`config.mk`:
```
export PLATFORM = sky130hd
export DESIGN_NAME = vector_lane_rerouter
export DESIGN_NICKNAME = d
export VERILOG_FILES = /design/src/rtl/vector_lane_rerouter.sv
export SDC_FILE = /design/constraint.sdc
export NUM_CORES = 1
export LEC_CHECK = 0
export CAP_MARGIN = 20
export CORE_ASPECT_RATIO = 2
export CORE_MARGIN = 4
export CORE_UTILIZATION = 40
export DETAILED_ROUTE_END_ITERATION = 12
export GPL_TIMING_DRIVEN = 0
export PLACE_DENSITY = 0.78
export SETUP_SLACK_MARGIN = 0.02
export SLEW_MARGIN = 30
export SYNTH_ARGS = -nofsm -noshare
export SYNTH_HDL_FRONTEND = slang
export SYNTH_SLANG_ARGS = --single-unit
```
`constraint.sdc`:
```
create_clock -name clk -period 2 [get_ports clk]
set_input_delay 0.4 -clock clk [delete_from_list [all_inputs] [get_ports clk]]
set_output_delay 0.4 -clock clk [all_outputs]
set_load 0.02 [all_outputs]
```
`src/rtl/vector_lane_rerouter.sv`:
```
// vector_lane_rerouter: scalar/vector lane rerouting (pass, insert, extract,
// broadcast) with a 2-entry output buffer and valid/ready handshakes.
module vector_lane_rerouter #(
  parameter int LANES      = 4,
  parameter int DATA_WIDTH = 32,
  parameter int IDX_W      = (LANES > 1) ? $clog2(LANES) : 1
) (
  input  logic                        clk,
  input  logic                        rst,
  input  logic                        in_valid,
  output logic                        in_ready,
  input  logic [1:0]                  mode,
  input  logic [IDX_W-1:0]            lane_idx,
  input  logic [DATA_WIDTH-1:0]       scalar_in,
  input  logic [LANES*DATA_WIDTH-1:0] vector_in,
  output logic                        out_valid,
  input  logic                        out_ready,
  output logic [LANES*DATA_WIDTH-1:0] vector_out,
  output logic [DATA_WIDTH-1:0]       scalar_out,
  output logic                        idx_error
);

  localparam int VW = LANES * DATA_WIDTH;

  typedef enum logic [1:0] {
    MODE_PASS      = 2'd0,
    MODE_INSERT    = 2'd1,
    MODE_EXTRACT   = 2'd2,
    MODE_BROADCAST = 2'd3
  } mode_e;

  typedef struct packed {
    logic [VW-1:0]         vec;
    logic [DATA_WIDTH-1:0] scalar;
    logic                  err;
  } entry_t;

  entry_t      calc;
  entry_t      head;
  entry_t      tail;
  logic [1:0]  count;
  logic        idx_ok;
  logic [DATA_WIDTH-1:0] sel_lane;
  logic        push;
  logic        pop;

  // Rerouting function for the beat currently offered on the input side.
  always_comb begin
    calc.vec    = vector_in;
    calc.scalar = scalar_in;
    calc.err    = 1'b0;
    sel_lane    = '0;
    idx_ok      = ({{(32-IDX_W){1'b0}}, lane_idx} < 32'(LANES));
    for (int unsigned i = 0; i < LANES; i++) begin
      if (lane_idx == IDX_W'(i)) sel_lane = vector_in[i*DATA_WIDTH +: DATA_WIDTH];
    end
    case (mode_e'(mode))
      MODE_INSERT: begin
        if (idx_ok) begin
          for (int unsigned i = 0; i < LANES; i++) begin
            if (lane_idx == IDX_W'(i)) calc.vec[i*DATA_WIDTH +: DATA_WIDTH] = scalar_in;
          end
        end else begin
          calc.scalar = '0;
          calc.err    = 1'b1;
        end
      end
      MODE_EXTRACT: begin
        if (idx_ok) begin
          calc.vec[DATA_WIDTH-1:0] = sel_lane;
          calc.scalar              = sel_lane;
        end else begin
          calc.scalar = '0;
          calc.err    = 1'b1;
        end
      end
      MODE_BROADCAST: calc.vec = {LANES{scalar_in}};
      default: ;
    endcase
  end

  assign in_ready   = (count != 2'd2);
  assign out_valid  = (count != 2'd0);
  assign push       = in_valid && in_ready;
  assign pop        = out_valid && out_ready;
  assign vector_out = head.vec;
  assign scalar_out = head.scalar;
  assign idx_error  = head.err;

  // Two-entry buffer: head feeds the outputs, tail shifts into head on pop.
  always_ff @(posedge clk) begin
    if (rst) begin
      count <= '0;
      head  <= '0;
      tail  <= '0;
    end else begin
      case ({push, pop})
        2'b10: begin
          if (count == 2'd0) head <= calc;
          else               tail <= calc;
          count <= count + 2'd1;
        end
        2'b01: begin
          head  <= tail;
          count <= count - 2'd1;
        end
        // Simultaneous push/pop only occurs at count 1: new beat replaces head.
        2'b11: head <= calc;
        default: ;
      endcase
    end
  end

endmodule

```
Yosys cells after proc, flatten, opt, wreduce, memory -nomap -nowiden
Index checks and enable logic that the tools add are counted.
{ "totals": {"latch_bits": 0, "ff_bits": 324, "inputBits": 168, "memories": 0, "mem_bits_rw": 0, "mem_bits_ro": 0} }
{ "classes": {"addsub": 2, "magnitude_cmp": 0, "mul": 0, "div_mod_pow": 0, "n_bitwise": 1, "eq_ne": 11, "n_mux": 14, "n_reduce_logical": 9, "shift": 0} }
{ "op_table": {"columns": ["operator", "n"], "rows": [
  ["$pmux W161 S3", 1],
  ["$mux W32", 8],
  ["$pmux W96 S2", 1],
  ["$mux W161", 1],
  ["$pmux W32 S3", 1],
  ["$mux W33", 1],
  ["$eq A2 B2 Y1 const B", 6],
  ["$eq A2 B1 Y1 const B", 3],
  ["$logic_not A2 Y1", 2],
  ["$ne A2 B2 Y1 const B", 2],
  ["$pmux W2 S2", 1],
  ["$reduce_and A2 Y1", 2],
  ["$reduce_bool A2 Y1", 2],
  ["$reduce_bool A3 Y1", 1],
  ["$add A2 B1 Y2 const B", 1],
  ["$logic_and A1 B1 Y1", 2],
  ["$sub A2 B1 Y2 const B", 1],
  ["$not A1 Y1", 1]
]} }

Depth between registers and ports, before layout
{ "depth": {"ltp_word": 8, "ltp_mapped": 11, "ltp_nobuf": 8} }

Worst setup path before layout
Ideal clock, no wire load.
{ "synth_path": {"path_type": "register -> register", "startpoint": "reg count[0]", "endpoint": "reg head (netlist bit vector_out[10])", "stages_incl_launch_ff": 12, "arrival_ns": 2.074, "path_slack_ns": -0.157, "period_less_slack_ns": 2.157, "setup_time_ns": 0.083, "required_ns": 1.917, "path_cell_list": "dfxtp_1 > nor2_2 > inv_2 > nand2_1 > inv_2 > ha_1 > clkbuf_1 > buf_2 > clkbuf_1 > clkbuf_1 > nand3_1 > o221ai_1"} }
{ "synth_between": {"elab_chain_cells": 5, "elab_cells_between_ends": 12, "cone_classes": "eq/ne: 5; mux: 1; reduce/logical: 6"} }
{ "synth_rtl": {"columns": ["item", "line", "source"], "rows": [
  ["start, declared", "41", "logic [1:0] count;"],
  ["start signal, assigned", "101", "count <= count + 2'd1;"],
  ["start signal, assigned", "105", "count <= count - 2'd1;"],
  ["$reduce_bool A2 Y1 *", "83", "assign out_valid = (count != 2'd0);"],
  ["named net out_valid", "16", "output logic out_valid,"],
  ["$logic_and A1 B1 Y1 *", "85", "assign pop = out_valid && out_ready;"],
  ["$eq A2 B2 Y1 or $eq A2 B1 Y1 (tied branches)", "97", "case ({push, pop})"],
  ["$ne A2 B2 Y1 (no source line) or $reduce_bool A3 Y1 (tied branches)", null, null],
  ["$reduce_and A2 Y1 (no source line)", null, null],
  ["end signal, assigned", "99", "if (count == 2'd0) head <= calc;"],
  ["end signal, assigned", "104", "head <= tail;"],
  ["end signal, assigned", "108", "2'b11: head <= calc;"],
  ["end, declared", "39", "entry_t head;"]
]} }
Mark *: on every way through the listed nets, which the timed path passes. The rest lies on a longest branch.
A chain may end at the register's enable or synchronous reset.

Final worst setup path
{ "layout_path": {"startpoint": "reg count[1]", "endpoint": "reg head (netlist bit vector_out[99])"} }
{ "layout_between": {"elab_chain_cells": 5, "elab_cells_between_ends": 12, "cone_classes": "eq/ne: 5; mux: 1; reduce/logical: 6"} }
{ "layout_rtl": {"columns": ["item", "line"], "rows": [
  ["$ne A2 B2 Y1 or $reduce_bool A2 Y1 (tied branches)", "82, 83"],
  ["$logic_and A1 B1 Y1, on equally long branches", "84, 85"],
  ["$eq A2 B2 Y1 or $eq A2 B1 Y1 (tied branches)", "97"],
  ["$ne A2 B2 Y1 (no source line) or $reduce_bool A3 Y1 (tied branches)", null],
  ["$reduce_and A2 Y1 (no source line)", null]
]} }
Parallel ways exist; a longest one is shown, timed or not.

==> flow_summary.json <==
{
  "first_pass_iters": 5,
  "ys_top_cells_by_count": "dfxtp_1, a211oi_1, nor2_1, clkbuf_1, nand3_1",
  "syn_avg_cell_area_um2": 8.838,
  "cts_max_level": 1,
  "slew-limit-headroom": 0.3972,
  "drc": 0,
  "place_congestion": 0.9991,
  "cpLargestDelayFamily": "buffers and inverters",
  "ys_types": 49,
  "p_leak_uw": 0.008990,
  "drt-total-wl_um": 78690,
  "slowest_delay_ps": 410,
  "initial_utilization": 0.4038,
  "power-per-cell-area_nw_per_um2": 1390,
  "multi_input_area_um2": 9816,
  "post_dp_cell_area_um2": 20530,
  "clkTransAtPathRegs_ps": 80,
  "maxCapViolCount": 0,
  "power.share.sequential": 0.317,
  "criticalPathCategory": "reg2reg",
  "worst_slack_ps": 12.74,
  "synthTopCellsByArea": "dfxtp_1, a211oi_1, nor2_1",
  "syn_nets": 2043,
  "groute.usage.overall": 0.3282,
  "start_kind": "flop",
  "die_h_um": 295.7,
  "final_max_slew_viol_count": 0,
  "die_w_um": 151.8,
  "via_count": 17740,
  "cts-root-buf": "clkbuf_16",
  "clock_skew_ps": 11.20,
  "final_util": 0.5632,
  "setup_violations": 0,
  "overflow": 0,
  "yosys_warnings": 0,
  "cts_sinks": 322,
  "path_max_fanout": 10,
  "grt_pass1_wl_um": 113500,
  "min_to": "tail[31]$_SDFFE_PP0P_",
  "clockPowerShare": 0.206,
  "place_ws_ps": -1222,
  "grt_antenna_before_repair": 7,
  "p_comb_frac": 0.477,
  "clkLatencyLatePin_ps": 600,
  "fin_crit_sh": 0.9936,
  "worstPathCellList": "nor2_4 -> inv_2 -> nand2_4 -> inv_2 -> ha_4 -> buf_4 -> buf_2 -> nor2b_1 -> nor3_2 -> a32o_1",
  "rr_startpoint": "count[1]$_SDFFE_PP0P_",
  "fp-row-count": 105,
  "rrSetupSlack_ps": 10,
  "die_area_um2": 44900,
  "io_pins": 331,
  "area_delta_synth_final_pct": 39.46,
  "cts_tree": "yes",
  "min_path_cells": 3,
  "holdCritStartpoint": "mode[1]",
  "wl_per_cell_um": 28.08,
  "hold_viol": 0,
  "crit_buf_inv": 4,
  "grt_pass1_vias": 18240,
  "routed_via_density": 6.330,
  "register_area_um2": 6454,
  "tightest_slew_ps": 904.2,
  "ir_drop_mv": 0.9966,
  "netlist_area_um2": 16550,
  "netlist_instances": 1873,
  "cp.arrival_ps": 2470,
  "post-route-min-period_ps": 1987,
  "dpl.hpwl_um": 62840,
  "grt_max_degree": 17,
  "endpoint_kind": "flop",
  "rsz0062_at_grt": "yes",
  "drt_iter0_drc": 1338,
  "status": "completed",
  "r2r-end": "vector_out[99]$_SDFFE_PP0P_",
  "intPower_uw": 18570,
  "antenna_left": 0,
  "synth_edf_count": 0,
  "synth.largest_area_cell": "dfxtp_1",
  "n_fill_cell": 3769,
  "fin_total_pwr_uw": 32080,
  "port_buffers": 327,
  "synthArstFlopShare": 0,
  "cpMostUsedCell": "inv_2",
  "rr_worst_depth": 10,
  "hp-class": "in2reg",
  "nets": 2406,
  "synth.top_cell.area_share": 0.3894,
  "final_area_um2": 23090,
  "slowest_stage": "dfxtp_4",
  "p_sw_uw": 13510,
  "yosys_most_used_dff": "dfxtp_1",
  "fmaxAchievable_mhz": 503.2,
  "coreArea_um2": 40990,
  "required_ps": 2490,
  "drive_gt1_frac": 0.2000,
  "cts_buffers": 31,
  "yosysMostFrequentCell": "dfxtp_1",
  "ys_ff_latch": 322,
  "switching_share": 0.4212,
  "synth-seq-area-share": 0.3894,
  "clock_path_buffers": 3
}
## per-layer routing
| metal | GRT usage | part of all wire | vias to the layer above |
|---|---|---|---|
| li1 | - | - | 7895 |
| met4 | 0.2654 | 0.095 | 0 |
| met1 | 0.3464 | 0.34 | 8486 |
| met3 | 0.04089 | 0.066 | 338 |
| met5 | 0 | 0 | - |
| met2 | 0.5851 | 0.50 | 1018 |
## layout by cell type (no fill, tap or decap), types with 25 or more instances in the layout
| cell type | instances |
|---|---|
| dlygate4sd2_1 | 89 |
| dfxtp_1 | 320 |
| nor3b_1 | 30 |
| o22ai_2 | 27 |
| mux2i_1 | 62 |
| o221ai_1 | 29 |
| a211o_1 | 29 |
| dlymetal6s2s_1 | 25 |
| a211oi_1 | 226 |
| a2111oi_2 | 31 |
| buf_4 | 46 |
| clkbuf_16 | 33 |
| a211oi_2 | 56 |
| nor2_1 | 190 |
| inv_1 | 35 |
| clkdlybuf4s50_1 | 213 |
| o41ai_1 | 49 |
| nor2b_1 | 95 |
| clkbuf_2 | 35 |
| nor3_1 | 119 |
| and3_1 | 32 |
| nand3_1 | 131 |
| clkbuf_1 | 67 |
| a32o_1 | 29 |
| a21oi_2 | 31 |
## sequential cells by signal, summed over array words and instances, names as in the netlist
signal      cells
tail          160
vector_out    128
scalar_out     32
count           2
## power by group through the flow
stage	registers (uW)	logic, uW	clock network (uW)
2_1_floorplan	11100	7090	0
3_3_place_gp	10200	13800	0
3_5_place_dp	10200	14100	0
4_1_cts	10100	14600	6660
5_1_grt	10300	16300	6840
6_report	10200	15300	6610
## logic make-up after synthesis
kind of cell	synth area share
simple gates	0.1900
mux	0.03946
flops	0.3894
buf+inv	0.07037
fa+ha+maj	0.001511
other cells	0.0002265
xor+xnor	0.001058
compound gates	0.3079
## stage by stage
stage	TNS, ps	hold WS, ps	instances
after floorplan	0	453.7	1873
after detailed placement	-291310	458.7	2735
after global placement	-273430	453.0	2735
after CTS	0	228.6	2791
after global routing	-174.6	289.7	2802
final	0	248.8	2802
## area by class of cell
type,instances,area share
clock buffers,41,0.03783
clock inverters,16,0.01062
flip-flops and latches,322,0.2796
multi-input cells,1282,0.4252
diodes,7,0.0007588
well taps,535,0.02900
repair buffers,335,0.1423
plain buffers,225,0.06845
inverters,39,0.006341
## worst max-delay path by stage
stage | end | slack [ps] | depth (start not counted) | from
2_1_floorplan | vector_out[124]$_SDFFE_PP0P_ | 10 | 10 | count[1]$_SDFFE_PP0P_
3_3_place_gp | tail[31]$_SDFFE_PP0P_ | -1130 | 8 | in_valid
3_5_place_dp | tail[25]$_SDFFE_PP0P_ | -1220 | 9 | in_valid
4_1_cts | tail[60]$_SDFFE_PP0P_ | 0.5 | 10 | count[0]$_SDFFE_PP0P_
5_1_grt | vector_out[99]$_SDFFE_PP0P_ | -80 | 10 | count[1]$_SDFFE_PP0P_
6_report | vector_out[99]$_SDFFE_PP0P_ | 10 | 10 | count[1]$_SDFFE_PP0P_
## worst register-to-register path, cell delays in order (launching register included)
cell     delay [ps]
dfxtp_4         410
nor2_4           60
inv_2            70
nand2_4          60
inv_2            90
ha_4            250
buf_4           160
buf_2           210
nor2b_1         220
nor3_2          100
a32o_1          250
## repair_timing
action,in CTS,in global routing
setup endpoints to repair,409,345
pin swaps,0,26
hold buffers,0,0
resized for setup,312,205
setup buffers,4,4
No activity file was read; power rests on OpenSTA's default activity.
==> patch: new RTL, config.mk and constraints unchanged <==
Change the parameter `LANES` from 4 to 2.
--- a/src/rtl/vector_lane_rerouter.sv
+++ b/src/rtl/vector_lane_rerouter.sv
@@ -1,7 +1,7 @@
 // vector_lane_rerouter: scalar/vector lane rerouting (pass, insert, extract,
 // broadcast) with a 2-entry output buffer and valid/ready handshakes.
 module vector_lane_rerouter #(
-  parameter int LANES      = 4,
+  parameter int LANES      = 2,
   parameter int DATA_WIDTH = 32,
   parameter int IDX_W      = (LANES > 1) ? $clog2(LANES) : 1
 ) (
Interface: changed (resized lane_idx, vector_in and vector_out); port bits go from 331 to 202. The function was not compared with the original's and may differ.
==> patch against the original RTL <==
  * Synthesized area decreased by 38%
  * Setup slack better by 0.043 ns
  * Maximum frequency is 2.2% higher
  * Register-to-register slack improved by 0.06 ns
  * Sequential share of layout area grew 0.76 points
  * Routed wire length down 48%
  * Total power fell by 41%
  * Core utilization decreased by 3.3 points
  * Sequential cell count down 128
  * Final area down 41%
  * Global-route usage down 5.1 points
  * Clock skew hardly changed
==> patch: results (changes against the original RTL) <==
stage,metric,value,unit,change
worst_setup_path,rr_startpoint,count[0],,
grt,met3_usage,5.63,%,+1.5 points
clock_tree,htreeDepth,4,,+3
finish,clk_share,4.39,%,-0.46 points
routing,drt-pass1-iter-count,8,,+3
worst_setup_path,crit_arrival,2.25,ns,-0.22 ns
synth,synth.area.top_cells,"dfxtp_1, nor2_1, a21oi_1, a211oi_1, a211o_1",,
finish,num-multi-input-gates,918,,-28%
worst_setup_path,slowest_stage,mux2_1,,
synth,synthAdderAreaFrac,0.242,%,+0.091 points
power,vdd_drop_max,0.738,mV,-26%
grt,met2_usage,48.9,%,-9.6 points
routing,vias,11026,,-38%
finish,antenna_cells,2,,-5
worst_setup_path,r2r_cells,9,,-1
finish,fin_nets,1602,,-33%
synth,syn_nets,1384,,-32%
finish,layout-drive-gt1-share,10.9,%,-9.1 points
finish,nonClockBufferCount,331,,-41%
synth,synth_area_per_cell,8.08,sq um,-8.5%
placed_design,placed_cell_area,12700,sq um,-38%
worst_setup_path,max_stage_delay,0.43,ns,+0.02 ns
synth,synth_common_cells,"nor2_1, dfxtp_1, a21oi_1",,
routing,dr.first_iter.drc_count,1039,,-22%
grt,grt_use_met1,27.3,%,-7.4 points
grt,grt_usage,27.7,%,-5.1 points
grt,grt_pass1_wl,61.1,mm,-46%
power,swShare,41.8,%,-0.29 points
worst_setup_path,crit_family,compound AO/OA/AOI/OAI gates,,
placed_design,dp_hpwl,31.2,mm,-50%
worst_hold_path,worstHoldPathCells,2,,-1
synth,synthMuxAreaShare,6.58,%,+2.6 points
die,row_count,83,,-21%
finish,clock_buffers,22,,-46%
grt,antenna_found_initial,2,,-5
worst_hold_path,min_to,vector_out[44],,
run_status,outcome,finished clean,,
synth,synth_compound_area_share,30.8,%,about the same
synth,synth_xor_area_share,0.169,%,+0.064 points
placed_design,placed_cells,1816,,-34%
finish,sh_seq_area,28.7,%,+0.76 points
clock_tree,cts_buffer_depth,2,,-1
worst_hold_path,min_from,vector_out[44],,
power,p_leak,5.36,nW,-40%
timing,fin_hold_ws,0.451,ns,+0.202 ns
placed_design,dp_slack,-0.847,ns,+0.376 ns
clock_tree,numCtsBuffers,17,,-45%
clock_tree,clk_latency,0.46,ns,-0.14 ns
finish,area_growth,31.0,%,
timing,relSlewSlack,48.2,%,+8.5 points
placed_design,portBuffers,197,,-40%
synth,synth-seq-area-share,37.6,%,-1.4 points
finish,multi_input_area_share,42.4,%,-0.070 points
finish,n_all_inverters,35,,-10%
worst_hold_path,hold_class,flip-flop to flip-flop,,
==> patch: cell types whose count changed after synthesis, sizes merged, moves of 85 or more <==
| cell | change |
|---|---|
| nor2b | -94 |
| nand3 | -131 |
| nor3 | -93 |
| dfxtp | -128 |
| a21oi | +123 |
| clkbuf | -85 |
| a211oi | -193 |
==> patch: power groups by stage <==
stage / clock network [mW] / registers (mW) / logic, mW
2_1_floorplan: 0 / 6.73 / 4.77
6_report: 3.56 / 6.06 / 9.41
3_3_place_gp: 0 / 6.04 / 8.88
3_5_place_dp: 0 / 6.09 / 9.03
5_1_grt: 3.70 / 6.17 / 10.1
4_1_cts: 3.55 / 6.02 / 9.21
==> patch: how the worst max path moves through the flow <==
stage	from	to	slack (ns)	cells past startpoint
after floorplan	count[0]	vector_out[53]	0.06	8
after global placement	mode[1]	vector_out[44]	-0.83	6
after detailed placement	mode[1]	vector_out[44]	-0.85	6
after CTS	count[0]	vector_out[3]	0.01	9
after global routing	count[0]	tail[94]	-0.01	10
final	mode[1]	vector_out[44]	0.06	6
==> patch: layer usage <==
metal	vias to the layer above	share of wire, %
li1	5036	-
met1	5128	33
met2	635	51
met3	227	6.8
met4	0	8.7
met5	-	0
==> patch: what timing repair did <==
action                                  4_1_cts  5_1_grt
setup buffers                                 1        1
gates resized for setup                      48       45
pin swaps                                     2        4
endpoints found under the setup margin      194      148
==> patch: kinds of logic (layout without fill, tap and decap cells) <==
kind of cell	Yosys count	after routing
multiplexers	64	64
flip-flops	194	194
adder cells (fa/ha/maj)	2	2
AND/OR/NAND/NOR	395	395
other	1	3
AO/OA/AOI/OAI	454	454
buffers and inverters	167	397
XOR/XNOR	2	2
